**config.mk**
```make
export PLATFORM = sky130hd
export DESIGN_NAME = branch_predictor
export DESIGN_NICKNAME = d
export VERILOG_FILES = /design/src/rtl/branch_predictor.sv
export SDC_FILE = /design/constraint.sdc
export NUM_CORES = 2
export LEC_CHECK = 0
export ABC_CLOCK_PERIOD_IN_PS = 4890
export CAP_MARGIN = 20
export CORE_MARGIN = 4
export CORE_UTILIZATION = 47
export CTS_CLUSTER_SIZE = 30
export DETAILED_ROUTE_END_ITERATION = 16
export PLACE_DENSITY = 0.65
export SLEW_MARGIN = 25
export SYNTH_ARGS = -nofsm -noshare
export SYNTH_HDL_FRONTEND = slang
export SYNTH_SLANG_ARGS = --single-unit
```
**constraint.sdc**
```tcl
create_clock -name clk -period 4.89 [get_ports clk]
set_input_delay 0.978 -clock clk [delete_from_list [all_inputs] [get_ports clk]]
set_output_delay 0.978 -clock clk [all_outputs]
set_load 0.02 [all_outputs]
```
**src/rtl/branch_predictor.sv**
```systemverilog
// branch_predictor: dynamic IF-stage predictor built from a BTB and a 2-bit PHT.
// The PHT is indexed bimodally (MODE 0) or gshare-style (MODE 1) through a
// speculative global history register.
// Ports:
//   clk, rst          clock and synchronous active-low reset
//   pred_valid/pc     fetch lookup request; stall blocks the speculative GHR shift
//   pred_hit/taken/   combinational lookup result and next fetch PC
//   pred_target
//   pred_ghr          GHR snapshot that travels down the pipe with the instruction
//   update_*          resolution from EX (PHT/BTB training and GHR repair)
//   perf_br_cnt       saturating count of resolved control-flow instructions
//   perf_mispred_cnt  saturating count of mispredicts
module branch_predictor #(
  parameter int unsigned ENTRIES  = 64,
  parameter int unsigned GHR_BITS = 6,
  parameter int unsigned TAG_BITS = 8,
  parameter int unsigned MODE     = 1
) (
  input  logic                clk,
  input  logic                rst,
  input  logic                pred_valid,
  input  logic [31:0]         pred_pc,
  input  logic                stall,
  output logic                pred_hit,
  output logic                pred_taken,
  output logic [31:0]         pred_target,
  output logic [GHR_BITS-1:0] pred_ghr,
  input  logic                update_valid,
  input  logic [31:0]         update_pc,
  input  logic                update_is_br,
  input  logic                update_taken,
  input  logic [31:0]         update_target,
  input  logic                update_mispredict,
  input  logic [GHR_BITS-1:0] update_ghr,
  output logic [31:0]         perf_br_cnt,
  output logic [31:0]         perf_mispred_cnt
);

  localparam int unsigned IDX = $clog2(ENTRIES);

  typedef struct packed {
    logic                valid;
    logic [TAG_BITS-1:0] tag;
    logic [31:0]         target;
    logic                uncond;
  } btb_entry_t;

  btb_entry_t          btb_q [ENTRIES];
  logic [1:0]          pht_q [ENTRIES];
  logic [GHR_BITS-1:0] ghr_q;
  logic [31:0]         br_cnt_q;
  logic [31:0]         mispred_cnt_q;

  logic [IDX-1:0]      pred_bi;
  logic [IDX-1:0]      pred_pi;
  logic [IDX-1:0]      upd_bi;
  logic [IDX-1:0]      upd_pi;
  logic [TAG_BITS-1:0] pred_tag;
  logic [TAG_BITS-1:0] upd_tag;
  btb_entry_t          pred_e;
  logic                spec_shift;
  logic                unused_ok;

  // Index/tag extraction; gshare folds the history into the low index bits
  assign pred_bi  = pred_pc[IDX+1:2];
  assign pred_tag = pred_pc[IDX+TAG_BITS+1:IDX+2];
  assign upd_bi   = update_pc[IDX+1:2];
  assign upd_tag  = update_pc[IDX+TAG_BITS+1:IDX+2];
  assign pred_pi  = (MODE == 1) ? (pred_bi ^ IDX'(ghr_q))      : pred_bi;
  assign upd_pi   = (MODE == 1) ? (upd_bi  ^ IDX'(update_ghr)) : upd_bi;

  // PC bits outside index/tag are intentionally ignored
  assign unused_ok = ^{pred_pc, update_pc};

  // Combinational lookup against registered state
  assign pred_e      = btb_q[pred_bi];
  assign pred_hit    = pred_e.valid && (pred_e.tag == pred_tag);
  assign pred_taken  = pred_hit && (pred_e.uncond || pht_q[pred_pi][1]);
  assign pred_target = pred_taken ? pred_e.target : pred_pc + 32'd4;
  assign pred_ghr    = ghr_q;

  assign perf_br_cnt      = br_cnt_q;
  assign perf_mispred_cnt = mispred_cnt_q;

  // Only conditional branches that hit shift speculative history
  assign spec_shift = pred_valid && !stall && pred_hit && !pred_e.uncond;

  // Tables: training on resolution, full clear on reset
  always_ff @(posedge clk) begin
    if (!rst) begin
      for (int unsigned i = 0; i < ENTRIES; i++) begin
        btb_q[IDX'(i)] <= '0;
        pht_q[IDX'(i)] <= 2'b01;
      end
    end else if (update_valid) begin
      if (update_is_br) begin
        if (update_taken) begin
          if (pht_q[upd_pi] != 2'b11) pht_q[upd_pi] <= pht_q[upd_pi] + 2'd1;
        end else begin
          if (pht_q[upd_pi] != 2'b00) pht_q[upd_pi] <= pht_q[upd_pi] - 2'd1;
        end
      end
      if (update_taken) begin
        btb_q[upd_bi] <= '{valid: 1'b1, tag: upd_tag, target: update_target,
                           uncond: !update_is_br};
      end
    end
  end

  // GHR: mispredict repair beats speculative shift; concat-then-truncate keeps
  // the low GHR_BITS so the GHR_BITS == 1 case needs no special handling
  always_ff @(posedge clk) begin
    if (!rst) begin
      ghr_q <= '0;
    end else if (update_valid && update_mispredict) begin
      ghr_q <= update_is_br ? GHR_BITS'({update_ghr, update_taken}) : update_ghr;
    end else if (spec_shift) begin
      ghr_q <= GHR_BITS'({ghr_q, pred_taken});
    end
  end

  // Saturating performance counters
  always_ff @(posedge clk) begin
    if (!rst) begin
      br_cnt_q      <= '0;
      mispred_cnt_q <= '0;
    end else if (update_valid) begin
      if (br_cnt_q != '1) br_cnt_q <= br_cnt_q + 32'd1;
      if (update_mispredict && (mispred_cnt_q != '1)) mispred_cnt_q <= mispred_cnt_q + 32'd1;
    end
  end

endmodule

```
==> metrics <==
Rows approximately 200; DP HPWL 262000 um; total track usage around 31%; worst stage delay on the critical path between 0.4 and 0.5 ns; initial antenna violation count 42; fin nets about 9000; Synth Instances 8889; Synth-to-Final Area Change 14.7%; final worst slack -0.666 ns; Pleak 60.5 nW; slowest stage cell, crit path mux4_2; Tcrit/Tclk final 114%; r2r endpoint pred_ghr[3]$_SDFFE_PN0P_; Syn Nets approximately 9000; via count between 80000 and 90000; Worst slew margin ~23%; Slew @ Worst Pin roughly 1.2 ns; clk sinks approximately 2900; async set or reset register ratio after synthesis 0%; Slew Viols, Final 0; Critical Path RT between 3 and 4 ns; CTS tree yes; Post-synth EDFFs between 2000 and 3000; Worst VDD drop between 400 and 500 uV; CP arrival between 4 and 5 ns; Power Density 371 mW/mm^2; CP max FO 17; Die ar. about 0.29 mm^2; status complete, but fails checks; first-pass GRT wire length approximately 650000 um; vias in the first global route 85609; Max Cap Viol 0; Synth top area share between 60% and 70%; minimum clock period roughly 5.6 ns; clock skew 0.0598 ns; Post-Syn Area per Cell around 15 um^2; largest net degree at the start of global routing 240; Die H between 500 and 600 um; CP dominant cell by count buf_16; failing checks setup timing; Yosys reg bits 2886; Setup crit start kind input port; Core ar. roughly 0.28 mm^2; Final Setup Violations 34; worst reg2reg path depth 10; routed len/inst roughly 36 um; sequential share of the synthesized area a little under two thirds; top-count cell post-synth edfxtp_1; RR Startpoint btb_q[22][34]$_DFFE_PP_; Synth Flop Type edfxtp_1; Reg clk slew, reported paths approximately 0.060 ns; Cell Area, Synth about 0.13 mm^2; # IOs ~210; CP Capture Type output port; Hold Path Class reg -> reg; gr ovfl total 0; First DRT Iteration DRCs between 10000 and 15000; hold_sp btb_q[17][41]$_SDFFE_PP1N_; CP Depth 15; cell taking the most area after synthesis edfxtp_1; R2R Setup Slk just under 1 ns; TritonRoute pass-1 iters 6; Hold Fails Final Rpt 0; Synth cell types 76; # DRC 0; DRT antenna net count 0; Worst Setup EP pred_target[3]; Critical Path Source pred_pc[2]; RSZ-0062 raised after global routing yes; fraction of layout instances using a drive strength above 1 23.4%; Synth top cells by count edfxtp_1 (2752), and3_1 (2575), clkbuf_1 (969), mux4_2 (836), nand2_1 (371); worst-path cell chain buf_16 -> buf_16 -> buf_4 -> mux4_2 -> a22oi_1 -> nand3_1 -> a32oi_1 -> xor2_1 -> nand3_1 -> or2_1 -> nor3b_4 -> buf_12 -> buf_16 -> mux2_4 -> buf_6; Clock Tree Buf Depth 4; synth warn 0; root buffer cell clkbuf_16; FMAX between 150 and 200 MHz; initial core utilization approximately 47%; synth top area cells edfxtp_1 (62%), mux4_2 (14%), and3_1 (12%); delay-heaviest family, CP buffers and inverters; TritonCTS Buffers ~320; vias per cell 6.81; dpl ws -1.13 ns; Hold Slack 0.449 ns; final WL roughly 460000 um; port bufs slightly below 200; die width 541 um; CP Buf/Inv Count 6; number of levels in the clock H-tree 5; Final Wtd Congestion between 0.8 and 0.9; Clk Latency, worst-skew pair 1.00 ns; kind of critical path in -> out
## worst min-delay path: stages (launching register included)
cell and delay, ns:
dfxtp_1 0.31, nand2_1 0.06, nand2_1 0.04
## power breakdown
group          leakage [nW]  switching [mW]  internal [mW]
Clock                  4.61            9.69           12.9
Combinational          28.7            3.62           2.17
Sequential             27.1           0.341           28.2
Total                  60.5            13.7           43.2
## state kept, by name, summed over array words and instances (netlist names)
name / count
btb_q: 2688
perf_br_cnt: 32
pred_ghr: 6
perf_mispred_cnt: 32
pht_q: 128
## how the worst min path moves through the flow
stage	end	depth (start not counted)
2_1_floorplan	btb_q[32][41]$_SDFFE_PP1N_	2
3_3_place_gp	btb_q[30][41]$_SDFFE_PP1N_	2
3_5_place_dp	btb_q[24][41]$_SDFFE_PP1N_	2
4_1_cts	pht_q[28][0]$_SDFFCE_PN1P_	2
5_1_grt	pht_q[14][1]$_SDFFCE_PN0P_	2
6_report	btb_q[17][41]$_SDFFE_PP1N_	2
## what timing repair did
action / 4_1_cts / 5_1_grt
resized for setup: 160 / 26
buffers inserted: 11 / 4
pin swaps: 9 / 12
hold buffers: 0 / 0
gates cloned: 5 / 3
endpoints found under the setup margin: 34 / 34
## per-layer routing
metal  global-route usage (%)  part of all wire (%)  vias to the layer above
met5                        0                 0.059                        -
met4                     14.0                   5.1                       20
met3                     8.80                    13                     1225
met2                     48.4                    46                     6502
met1                     41.4                    35                    44992
li1                         -                     -                    34822
## final cells by class
cell class              instances  area [um^2]
clock buffers                 398         8340
diodes                         30         75.1
repair buffers                830         9450
well taps                    3743         4680
clock inverters               144         1100
multi-input cells            4802        44000
flip-flops and latches       2886        85300
inverters                      19         81.3
fillers                     21919       129000
## metrics by stage
step	TNS (ns)	instances	cell area, um^2	power [mW]	util [%]
floorplan	-0.0460	8889	134000	31.9	-
global placement	-33.14	12260	143000	34.5	50.7
detailed placement	-36.75	12260	143000	34.6	50.7
CTS	-18.22	12815	153000	56.8	54.1
global route	-21.41	12833	153000	58.2	54.2
finish	-19.49	12852	153000	56.8	54.2
## layout by cell type (no fill, tap or decap), types with 75 or more instances in the layout
cell / count
dfxtp_1: 133
clkdlybuf4s50_1: 132
buf_4: 408
nand2_1: 307
and3_1: 2574
clkbuf_16: 324
clkbuf_1: 75
mux4_2: 836
nor2_1: 183
clkinv_1: 75
buf_12: 208
edfxtp_1: 2752
## cells by family after synthesis
group / Yosys count / share of synthesized area [%]
XOR/XNOR: 104 / 0.714
buffers and inverters: 1201 / 3.64
AND/OR/NAND/NOR: 3488 / 15.3
adder cells (fa/ha/maj): 3 / 0.0281
flip-flops: 2886 / 64.0
multiplexers: 939 / 14.9
AO/OA/AOI/OAI: 268 / 1.39
Power figures use the tool's default switching activity.
